==> src/rtl/ternary_sampler_stream.sv <==
// Streaming mod-3 ternary sampler: LANES uniform bytes per beat become LANES
// 2-bit coefficients through a two-stage, backpressure-aware pipeline.
//   state | meaning
//   IDLE  | waiting for start, no input accepted
//   RUN   | accepting input beats 0..BEATS-1
//   DRAIN | all input taken, waiting for the out_last handshake
module ternary_sampler_stream #(
   parameter int NCOEF = 700,
   parameter int LANES = 4
) (
   input  logic                 clk,
   input  logic                 rst,
   input  logic                 start,
   input  logic                 signed_mode,
   input  logic                 in_valid,
   output logic                 in_ready,
   input  logic [8*LANES-1:0]   in_data,
   output logic                 out_valid,
   input  logic                 out_ready,
   output logic [2*LANES-1:0]   out_coef,
   output logic [LANES-1:0]     out_keep,
   output logic                 out_last,
   output logic                 busy,
   output logic                 done
);

   localparam int BEATS  = (NCOEF + LANES - 1) / LANES;
   localparam int CW     = (BEATS > 1) ? $clog2(BEATS) : 1;
   localparam int LAST_N = NCOEF - (BEATS - 1) * LANES;
   localparam logic [CW-1:0] LAST_BEAT = CW'(BEATS - 1);

   typedef enum logic [1:0] {IDLE, RUN, DRAIN} state_t;

   state_t               state_q, state_d;
   logic                 busy_q, busy_d;
   logic                 done_q, done_d;
   logic                 mode_q, mode_d;
   logic [CW-1:0]        in_cnt_q, in_cnt_d;
   logic [CW-1:0]        out_cnt_q, out_cnt_d;
   logic                 a_valid_q, a_valid_d;
   logic [4*LANES-1:0]   a_sum_q, a_sum_d;
   logic [LANES-1:0]     a_keep_q, a_keep_d;
   logic                 a_last_q, a_last_d;
   logic                 b_valid_q, b_valid_d;
   logic [2*LANES-1:0]   b_coef_q, b_coef_d;
   logic [LANES-1:0]     b_keep_q, b_keep_d;
   logic                 b_last_q, b_last_d;

   logic a_adv, in_fire, out_fire, last_in;

   // Partial sums stay within 0..12, so only 13 table entries matter.
   function automatic logic [1:0] mod3(input logic [3:0] s);
      case (s)
         4'd0, 4'd3, 4'd6, 4'd9, 4'd12: mod3 = 2'd0;
         4'd1, 4'd4, 4'd7, 4'd10:       mod3 = 2'd1;
         default:                       mod3 = 2'd2;
      endcase
   endfunction

   assign a_adv    = a_valid_q && (!b_valid_q || out_ready);
   assign in_ready = (state_q == RUN) && (!a_valid_q || a_adv);
   assign in_fire  = in_valid && in_ready;
   assign out_fire = b_valid_q && out_ready;
   assign last_in  = (in_cnt_q == LAST_BEAT);

   always_comb begin
      logic [7:0] lane_b;
      logic [3:0] lane_s;
      logic [1:0] lane_r;
      logic       lane_k;
      lane_b    = '0;
      lane_s    = '0;
      lane_r    = '0;
      lane_k    = 1'b0;
      state_d   = state_q;
      busy_d    = busy_q;
      done_d    = 1'b0;
      mode_d    = mode_q;
      in_cnt_d  = in_cnt_q;
      out_cnt_d = out_cnt_q;
      a_valid_d = a_valid_q;
      a_sum_d   = a_sum_q;
      a_keep_d  = a_keep_q;
      a_last_d  = a_last_q;
      b_valid_d = b_valid_q;
      b_coef_d  = b_coef_q;
      b_keep_d  = b_keep_q;
      b_last_d  = b_last_q;

      case (state_q)
         IDLE: begin
            if (start) begin
               state_d   = RUN;
               busy_d    = 1'b1;
               mode_d    = signed_mode;
               in_cnt_d  = '0;
               out_cnt_d = '0;
            end
         end
         RUN: begin
            if (in_fire) begin
               in_cnt_d = last_in ? '0 : in_cnt_q + 1'b1;
               if (last_in) state_d = DRAIN;
            end
         end
         default: ;
      endcase

      if (out_fire) begin
         if (out_cnt_q == LAST_BEAT) begin
            out_cnt_d = '0;
            state_d   = IDLE;
            busy_d    = 1'b0;
            done_d    = 1'b1;
         end else begin
            out_cnt_d = out_cnt_q + 1'b1;
         end
      end

      // Stage A: fold bit pairs (4 == 1 mod 3) and mask lanes past NCOEF.
      if (in_fire) begin
         a_valid_d = 1'b1;
         a_last_d  = last_in;
         for (int k = 0; k < LANES; k++) begin
            lane_b = in_data[8*k +: 8];
            lane_k = !last_in || (k < LAST_N);
            lane_s = {2'b00, lane_b[1:0]} + {2'b00, lane_b[3:2]}
                   + {2'b00, lane_b[5:4]} + {2'b00, lane_b[7:6]};
            a_keep_d[k]       = lane_k;
            a_sum_d[4*k +: 4] = lane_k ? lane_s : 4'd0;
         end
      end else if (a_adv) begin
         a_valid_d = 1'b0;
      end

      // Stage B: final reduction and encoding; this is the output register.
      if (a_adv) begin
         b_valid_d = 1'b1;
         b_keep_d  = a_keep_q;
         b_last_d  = a_last_q;
         for (int k = 0; k < LANES; k++) begin
            lane_r = mod3(a_sum_q[4*k +: 4]);
            b_coef_d[2*k +: 2] = (mode_q && lane_r == 2'd2) ? 2'b11 : lane_r;
         end
      end else if (out_fire) begin
         b_valid_d = 1'b0;
      end
   end

   always_ff @(posedge clk) begin
      if (rst) begin
         state_q   <= IDLE;
         busy_q    <= 1'b0;
         done_q    <= 1'b0;
         mode_q    <= 1'b0;
         in_cnt_q  <= '0;
         out_cnt_q <= '0;
         a_valid_q <= 1'b0;
         a_sum_q   <= '0;
         a_keep_q  <= '0;
         a_last_q  <= 1'b0;
         b_valid_q <= 1'b0;
         b_coef_q  <= '0;
         b_keep_q  <= '0;
         b_last_q  <= 1'b0;
      end else begin
         state_q   <= state_d;
         busy_q    <= busy_d;
         done_q    <= done_d;
         mode_q    <= mode_d;
         in_cnt_q  <= in_cnt_d;
         out_cnt_q <= out_cnt_d;
         a_valid_q <= a_valid_d;
         a_sum_q   <= a_sum_d;
         a_keep_q  <= a_keep_d;
         a_last_q  <= a_last_d;
         b_valid_q <= b_valid_d;
         b_coef_q  <= b_coef_d;
         b_keep_q  <= b_keep_d;
         b_last_q  <= b_last_d;
      end
   end

   assign out_valid = b_valid_q;
   assign out_coef  = b_coef_q;
   assign out_keep  = b_keep_q;
   assign out_last  = b_last_q;
   assign busy      = busy_q;
   assign done      = done_q;

endmodule

==> config.mk <==
export PLATFORM = sky130hd
export DESIGN_NAME = ternary_sampler_stream
export DESIGN_NICKNAME = d
export VERILOG_FILES = /design/src/rtl/ternary_sampler_stream.sv
export SDC_FILE = /design/constraint.sdc
export NUM_CORES = 1
export LEC_CHECK = 0
export BUFFER_PORTS_ARGS = -buffer_cell sky130_fd_sc_hd__buf_2
export CORE_MARGIN = 2
export CORE_UTILIZATION = 55
export DETAILED_ROUTE_END_ITERATION = 10
export HOLD_SLACK_MARGIN = 0.12
export PLACE_DENSITY = 0.78
export REMOVE_ABC_BUFFERS = 1
export SYNTH_ARGS = -nofsm -noshare
export SYNTH_HDL_FRONTEND = slang
export SYNTH_SLANG_ARGS = --single-unit
==> constraint.sdc <==
create_clock -name clk -period 3.4 [get_ports clk]
set_input_delay 0.34 -clock clk [delete_from_list [all_inputs] [get_ports clk]]
set_output_delay 0.34 -clock clk [all_outputs]
set_load 0.01 [all_outputs]
==> summary.txt, run 1 <==
Outcome
  • Run status: complete, no violations

Power and ir drop
  • Power per cell area: 461 nW/um^2
  • Power, Total: 1.75 mW
  • Leakage: 1.56 nW
  • Worst IR drop on VDD: 0.310 mV

Synthesis
  • Avg Inst Size Synth: 9.24 um^2
  • Yosys cell types: 46
  • Synth Register Bits: 59
  • Post-Syn Instances: 352
  • Ranking of synthesized cells by area: dfxtp_1, fa_1, ha_1, a21oi_1, nand2_1
  • Dominant synthesized flop cell: dfxtp_1
  • Sequential area share after synthesis: 36.3%
  • Top cell type's share of synthesized area: 36.3%
  • Warning count from the yosys run: 0
  • Mapped Area: 3250 um^2
  • FFs w/ async S/R, synth: 0%
  • Number of flops mapped to enable cells by yosys: 0
  • Leading area contributor after synthesis: dfxtp_1

Worst hold path
  • Hold Path Class: in2reg

Routing
  • Via count: 2589
  • Drt first pass iters: 4
  • WL/cell: 13.4 um
  • Drt drc: 0
  • DR vias/cell: 5.33
  • Final antenna-violating net count: 0
  • Routed WL: 6.50 mm
  • Drt initial violations: 120

Critical path
  • Critical setup path kind: in2reg
  • CP max FO: 4
  • CP Launch Type: input pin
  • R2r setup slk: 0.86 ns
  • Crit. End Element: register
  • CP peak stage delay: 0.56 ns
  • Critical path, cell by cell: buf_2, fa_1, fa_1, ha_1, fa_1, nand3_1, a21oi_2, mux4_2
  • Critical Path AT: 2.99 ns
  • CP Data Required Time: 3.62 ns
  • Crit path top cell by count: fa_1
  • Delay-heaviest family, CP: adder cells
  • WP buf/inv: 1
  • Crit-path slowest cell: fa_1

Placed design
  • Port bufs: 54
  • Placer Congestion: 0.843
  • Final HPWL DP: 4.71 mm
  • DP Area: 3560 um^2

CTS
  • H-tree levels: 3
  • PostCTS Resize Cnt: 0
  • Buffer count from post-CTS setup fixing: 0
  • Total clock sinks: 59
  • Clk Latency, worst-skew pair: 0.34 ns
  • Clock slew at reported path FFs: 0.07 ns
  • CTS tree: done
  • CTS Buf Count: 9
  • Clk buf depth: 2
  • Hold_buf cts: 0
  • Root Driver: clkbuf_8

Global routing
  • Vias in the first global route: 2542
  • Met1 usage: 25.5%
  • Met2 Usage GRT: 38.9%
  • Grt peak-use layer: met2
  • Total grt overflow: 0
  • GRT Overall Usage: 22.1%
  • First-pass GRT wire length: 11.0 mm
  • GRT met3 Usage: 4.00%
  • Largest net degree at the start of global routing: 33
  • Initial antenna violation count: 0

Layout
  • Multi-input gate area: 1880 um^2
  • Area growth syn-to-layout: 16.4%
  • Sequential Area: 1180 um^2
  • FILL cells: 505
  • Share of layout cells above drive strength 1: 21.9%
  • Final instance area: 3790 um^2
  • Commonest non-fill, non-tap cell in the layout: dfxtp_1
  • Antenna Cells: 0
  • Most frequent cells in the layout: dfxtp_1, buf_2, nand2_1
  • Final nets: 484

Floorplanning
  • Row Count: 28
  • Starting density of the core: 55.9%
  • Num ports: 55
  • Die Ht: 80.9 um
  • Core Area: 5820 um^2
  • Die width: 80.9 um
  • Total die area: 6540 um^2

STA
  • Fmax: 0.361 GHz
  • Clock skew: 0.00954 ns
  • Setup TNS: 0 ns
  • Worst-Margin Slew: 0.698 ns
  • Minimum clock period: 2.77 ns
  • Max-slew violations: 0
  • Worst relative slew slack: 53.5%
  • RSZ-0062 raised after global routing: false
  • Final-report hold violation count: 0
  • Final setup fails: 0
  • Final period util: 81.5%

Flow run
  • Max Cap Viol: 0
layout make-up:
| cell class | instances | share of cell area, % |
|---|---|---|
| well taps | 75 | 2.48 |
| flip-flops and latches | 59 | 31.2 |
| clock inverters | 5 | 1.98 |
| clock buffers | 11 | 4.00 |
| multi-input cells | 249 | 49.7 |
| repair buffers | 56 | 7.53 |
| inverters | 31 | 3.07 |
synthesized netlist by cell type (all sizes together) (2+ instances only):
cell     n
a211oi   8
a21oi   42
a311oi   2
and3     3
and3b    2
buf      8
clkbuf   5
dfxtp   59
fa      16
ha      24
inv     31
mux2     3
mux2i   11
mux4     2
nand2   46
nand2b   4
nand3    9
nand3b   3
nand4    5
nor2    33
nor3     7
nor3b    2
nor4     2
o21a     2
o21ai    7
or3      2
or3b     2
xnor2    3
xor2     4
worst register-to-register path: cells and delay by family (launching register included):
family / cells / cell delay (ns)
and+or+nand+nor: 3 / 0.89
muxes: 1 / 0.45
DFF: 1 / 0.42
adders and majority gates: 1 / 0.28
AOI/OAI and AO/OA: 1 / 0.23
buffers and inverters: 2 / 0.14
cells by family after synthesis:
logic type	synth area share [%]
AO/OA/AOI/OAI	12.8
XOR/XNOR	1.89
adder cells (fa/ha/maj)	19.1
buffers and inverters	5.77
flip-flops	36.3
multiplexers	6.04
AND/OR/NAND/NOR	18.1
where the power goes:
group          internal, mW  switching (mW)
Combinational         0.122           0.153
Sequential            0.727          0.0174
Clock                 0.449           0.277
Total                  1.30           0.448
metal layers:
metal / vias to the layer above / part of all wire [%]
li1: 1290 / -
met1: 1226 / 43
met2: 61 / 50
met3: 12 / 4.0
met4: 0 / 2.5
met5: - / 0
path summary, 6_finish.rpt:
kind | from | end | cells after the start
setup / recovery | in_data[1] | register | 8
hold / removal | signed_mode | mode_q | 3
setup reg to reg | state_q[1] | register | 8
hold reg to reg | out_coef[5] | out_coef[5] | 2
per-stage QoR:
stage                     setup slack, ns  std cells  hold WS [ns]  utilization, %
after global routing                0.507        486         0.275            65.1
after CTS                           0.616        486         0.271            65.1
final                               0.627        486         0.276            65.1
after detailed placement            0.278        470         0.445            61.2
after floorplan                     0.371        339         0.409               -
after global placement              0.306        470         0.442            61.2
Note: power is estimated with default switching activity, not from simulation.
==> run 2: changes to the inputs <==
ABC_AREA = 1   (was unset)
CORE_UTILIZATION = 52   (was 55)
PLACE_DENSITY = 0.77   (was 0.78)
clock period = 2.3 ns   (was 3.4 ns; I/O delays follow)
==> run 2 against run 1 <==
The run now ends with negative setup slack left. Register-to-register slack got worse by 0.51 ns. Count of clock-buffer cells in the layout down 1. Global-route usage up 0.34 points. Largest power group unchanged. Routed wire length rose by 15%. Non-clock buffer count is 10 higher. Sequential power rose by 48%. Total power is 50% higher. Clock power grew 32%.
==> summary.txt, run 2 <==
Routing
  • DR vias/cell: 5.09 (-4.4%)
  • Routed WL: 7.49 mm (+15%)
  • Drt initial violations: 124 (+3.3%)
  • Drt drc: 0 (unchanged)
  • Drt first pass iters: 4 (unchanged)
  • WL/cell: 12.7 um (-5.3%)
  • Via count: 3011 (+16%)
  • Final antenna-violating net count: 0 (unchanged)

Synthesis
  • Synth Register Bits: 59 (unchanged)
  • Warning count from the yosys run: 0 (unchanged)
  • Mapped Area: 3550 um^2 (+9.1%)
  • Ranking of synthesized cells by area: dfxtp_1, nand2_1, fa_1, ha_1, inv_1
  • Dominant synthesized flop cell: dfxtp_1
  • Post-synth top cells: nand2_1, inv_1, dfxtp_1
  • FFs w/ async S/R, synth: 0% (unchanged)
  • Sequential area share after synthesis: 33.3% (-3.0 points)
  • Top cell type's share of synthesized area: 33.3% (-3.0 points)
  • Post-Syn Instances: 445 (+26%)
  • Avg Inst Size Synth: 7.97 um^2 (-14%)
  • Number of flops mapped to enable cells by yosys: 0 (unchanged)
  • Yosys cell types: 28 (-39%)
  • Leading area contributor after synthesis: dfxtp_1
  • Count leader, synth: nand2_1

STA
  • Final period util: 103%
  • Max-slew violations: 0 (unchanged)
  • Final setup fails: 5 (+5)
  • Worst-Margin Slew: 0.429 ns (-0.269 ns)
  • RSZ-0062 raised after global routing: true
  • Final-report hold violation count: 0 (unchanged)
  • Fmax: 0.424 GHz
  • Clock skew: 0.00738 ns (-0.00216 ns)
  • Worst relative slew slack: 71.4% (+18 points)
  • Minimum clock period: 2.36 ns
  • Setup TNS: -0.148 ns (-0.148 ns)
  • Final WS setup: -0.0597 ns (-0.687 ns)

Global routing
  • Vias in the first global route: 3065 (+21%)
  • GRT Overall Usage: 22.5% (+0.34 points)
  • First-pass GRT wire length: 13.3 mm (+21%)
  • Largest net degree at the start of global routing: 25 (-24%)
  • Initial antenna violation count: 0 (unchanged)
  • Total grt overflow: 0 (unchanged)

Critical path
  • Crit-path slowest cell: fa_1
  • CP Data Required Time: 2.53 ns (-1.09 ns)
  • CP max FO: 3 (-1)
  • Critical path, cell by cell: buf_6, inv_2, fa_1, inv_2, fa_1, ha_2, inv_2, fa_1, inv_1, nand4_1, nand2_2, nand3_1, nand3_1, nand2_1
  • Critical setup path kind: in2reg
  • R2R depth: 11 (+3)
  • CP Depth: 14 (+6)
  • CP peak stage delay: 0.54 ns (-0.02 ns)
  • CP Launch Type: input pin
  • Delay-heaviest family, CP: adder cells
  • Crit. End Element: register
  • WP buf/inv: 5 (+4)
  • Critical Path AT: 2.59 ns (-0.40 ns)

CTS
  • Clk buf depth: 2 (unchanged)
  • Clk Latency, worst-skew pair: 0.34 ns (about the same)
  • Total clock sinks: 59 (unchanged)
  • Root Driver: clkbuf_8
  • CTS Buf Count: 9 (unchanged)
  • H-tree levels: 3 (unchanged)
  • CTS tree: done
  • Clock slew at reported path FFs: 0.07 ns (about the same)
  • Hold_buf cts: 0 (unchanged)

Worst hold path
  • Worst hold path cell count: 3 (unchanged)
  • Hold Path Class: in2reg

Floorplanning
  • Row Count: 30 (+7.1%)
  • Core Area: 6680 um^2 (+15%)
  • Total die area: 7500 um^2 (+15%)
  • Die width: 86.6 um (+7.1%)
  • Num ports: 55 (unchanged)
  • Die Ht: 86.6 um (+7.1%)
  • Starting density of the core: 53.1% (-2.8 points)

Power and ir drop
  • Clock share of power: 36.7% (-4.9 points)
  • Comb power frac: 21.1% (+5.3 points)
  • Switching Fraction: 29.7% (+4.0 points)
  • Worst IR drop on VDD: 0.429 mV (+39%)
  • Power, Total: 2.62 mW (+50%)
  • Sequential power share: 42.2% (-0.4 points)
  • Power per cell area: 626 nW/um^2 (+36%)
  • Internal power: 1.84 mW (+42%)
  • Switching power: 0.777 mW (+73%)
  • Leakage: 2.10 nW (+35%)

Flow run
  • Max Cap Viol: 0 (unchanged)

Placed design
  • DP Area: 3910 um^2 (+9.7%)
  • Port bufs: 54 (unchanged)
  • Placer Congestion: 0.896 (+6.3%)
  • Final HPWL DP: 5.47 mm (+16%)

Layout
  • Share of layout cells above drive strength 1: 25.4% (+3.5 points)
  • Antenna Cells: 0 (unchanged)
  • Commonest non-fill, non-tap cell in the layout: nand2_1
  • Area growth syn-to-layout: 17.8%
  • Final nets: 584 (+21%)
  • FILL cells: 601 (+19%)
  • Final instance area: 4180 um^2 (+10%)
  • Most frequent cells in the layout: nand2_1, inv_1, dfxtp_1

Outcome
  • Run status: finished with violations
  • Failing checks: negative setup slack
[run 2: cell types whose count changed in the layout (fill, tap and decap cells not counted), moves of 10 or more]
cell,previous run,this run
or2_2,0,11
nand3_1,9,34
nand4_1,5,15
nand2_1,46,82
inv_1,31,67
mux2i_1,11,0
a21oi_1,39,25
inv_2,0,10
[run 2: power by group through the flow]
stage,Sequential [mW],Clock (mW),Combinational [mW]
after floorplan,1.13,0,0.364
after global placement,1.13,0,0.513
after detailed placement,1.13,0,0.531
after CTS,1.10,0.983,0.548
after global routing,1.11,1.03,0.632
final,1.10,0.961,0.552
[run 2: logic make-up after synthesis]
group / count (synthesis) / share of synthesized area, %
DFF: 59 / 33.3
AOI/OAI and AO/OA: 51 / 10.8
adders and majority gates: 40 / 17.5
xor gates and xnor gates: 1 / 0.247
buffers and inverters: 94 / 11.6
and+or+nand+nor: 200 / 26.6
[run 2: area by class of cell]
type	count	area, um^2	share of cell area (%)
clock buffers	10	138	3.29
clock inverters	6	63.8	1.53
inverters	78	293	7.00
multi-input cells	292	1990	47.7
flip-flops and latches	59	1180	28.3
well taps	80	100	2.39
repair buffers	66	410	9.82
[run 2: per-stage QoR]
step	setup slack, ns	hold WS [ns]	utilization, %	instances
2_1_floorplan	-0.255	0.299	-	429
3_3_place_gp	-0.363	0.444	58.5	574
3_5_place_dp	-0.431	0.450	58.5	574
4_1_cts	-0.0473	0.156	62.0	590
5_1_grt	-0.163	0.176	62.6	591
6_report	-0.0597	0.161	62.6	591
[run 2: path summary, 6_finish.rpt]
check	start	end	slack, ns
max	in_data[9]	register	-0.06
min	signed_mode	mode_q	0.16
max reg2reg	out_valid	register	0.35
min reg2reg	a_keep_q[0]	a_keep_q[0]	0.46
[run 2: worst reg2reg max path, delay by kind of cell (launching register included)]
family / cells / cell delay [ns]
buf+inv: 2 / 0.25
simple gates: 7 / 0.76
flops: 1 / 0.44
compound gates: 1 / 0.16
fa+ha+maj: 1 / 0.22
[run 2: repair_timing]
action,4_1_cts,5_1_grt
resized for setup,12,9
setup endpoints to repair,7,8
buffers inserted,0,1
pin swaps,8,15
[run 2: per-layer routing]
| layer | track usage [%] | vias to the layer above | part of all wire [%] |
|---|---|---|---|
| met3 | 6.19 | 7 | 3.9 |
| met4 | 8.52 | 0 | 0.83 |
| met5 | 0 | - | 0 |
| li1 | - | 1536 | - |
| met1 | 26.8 | 1397 | 44 |
| met2 | 38.5 | 71 | 51 |
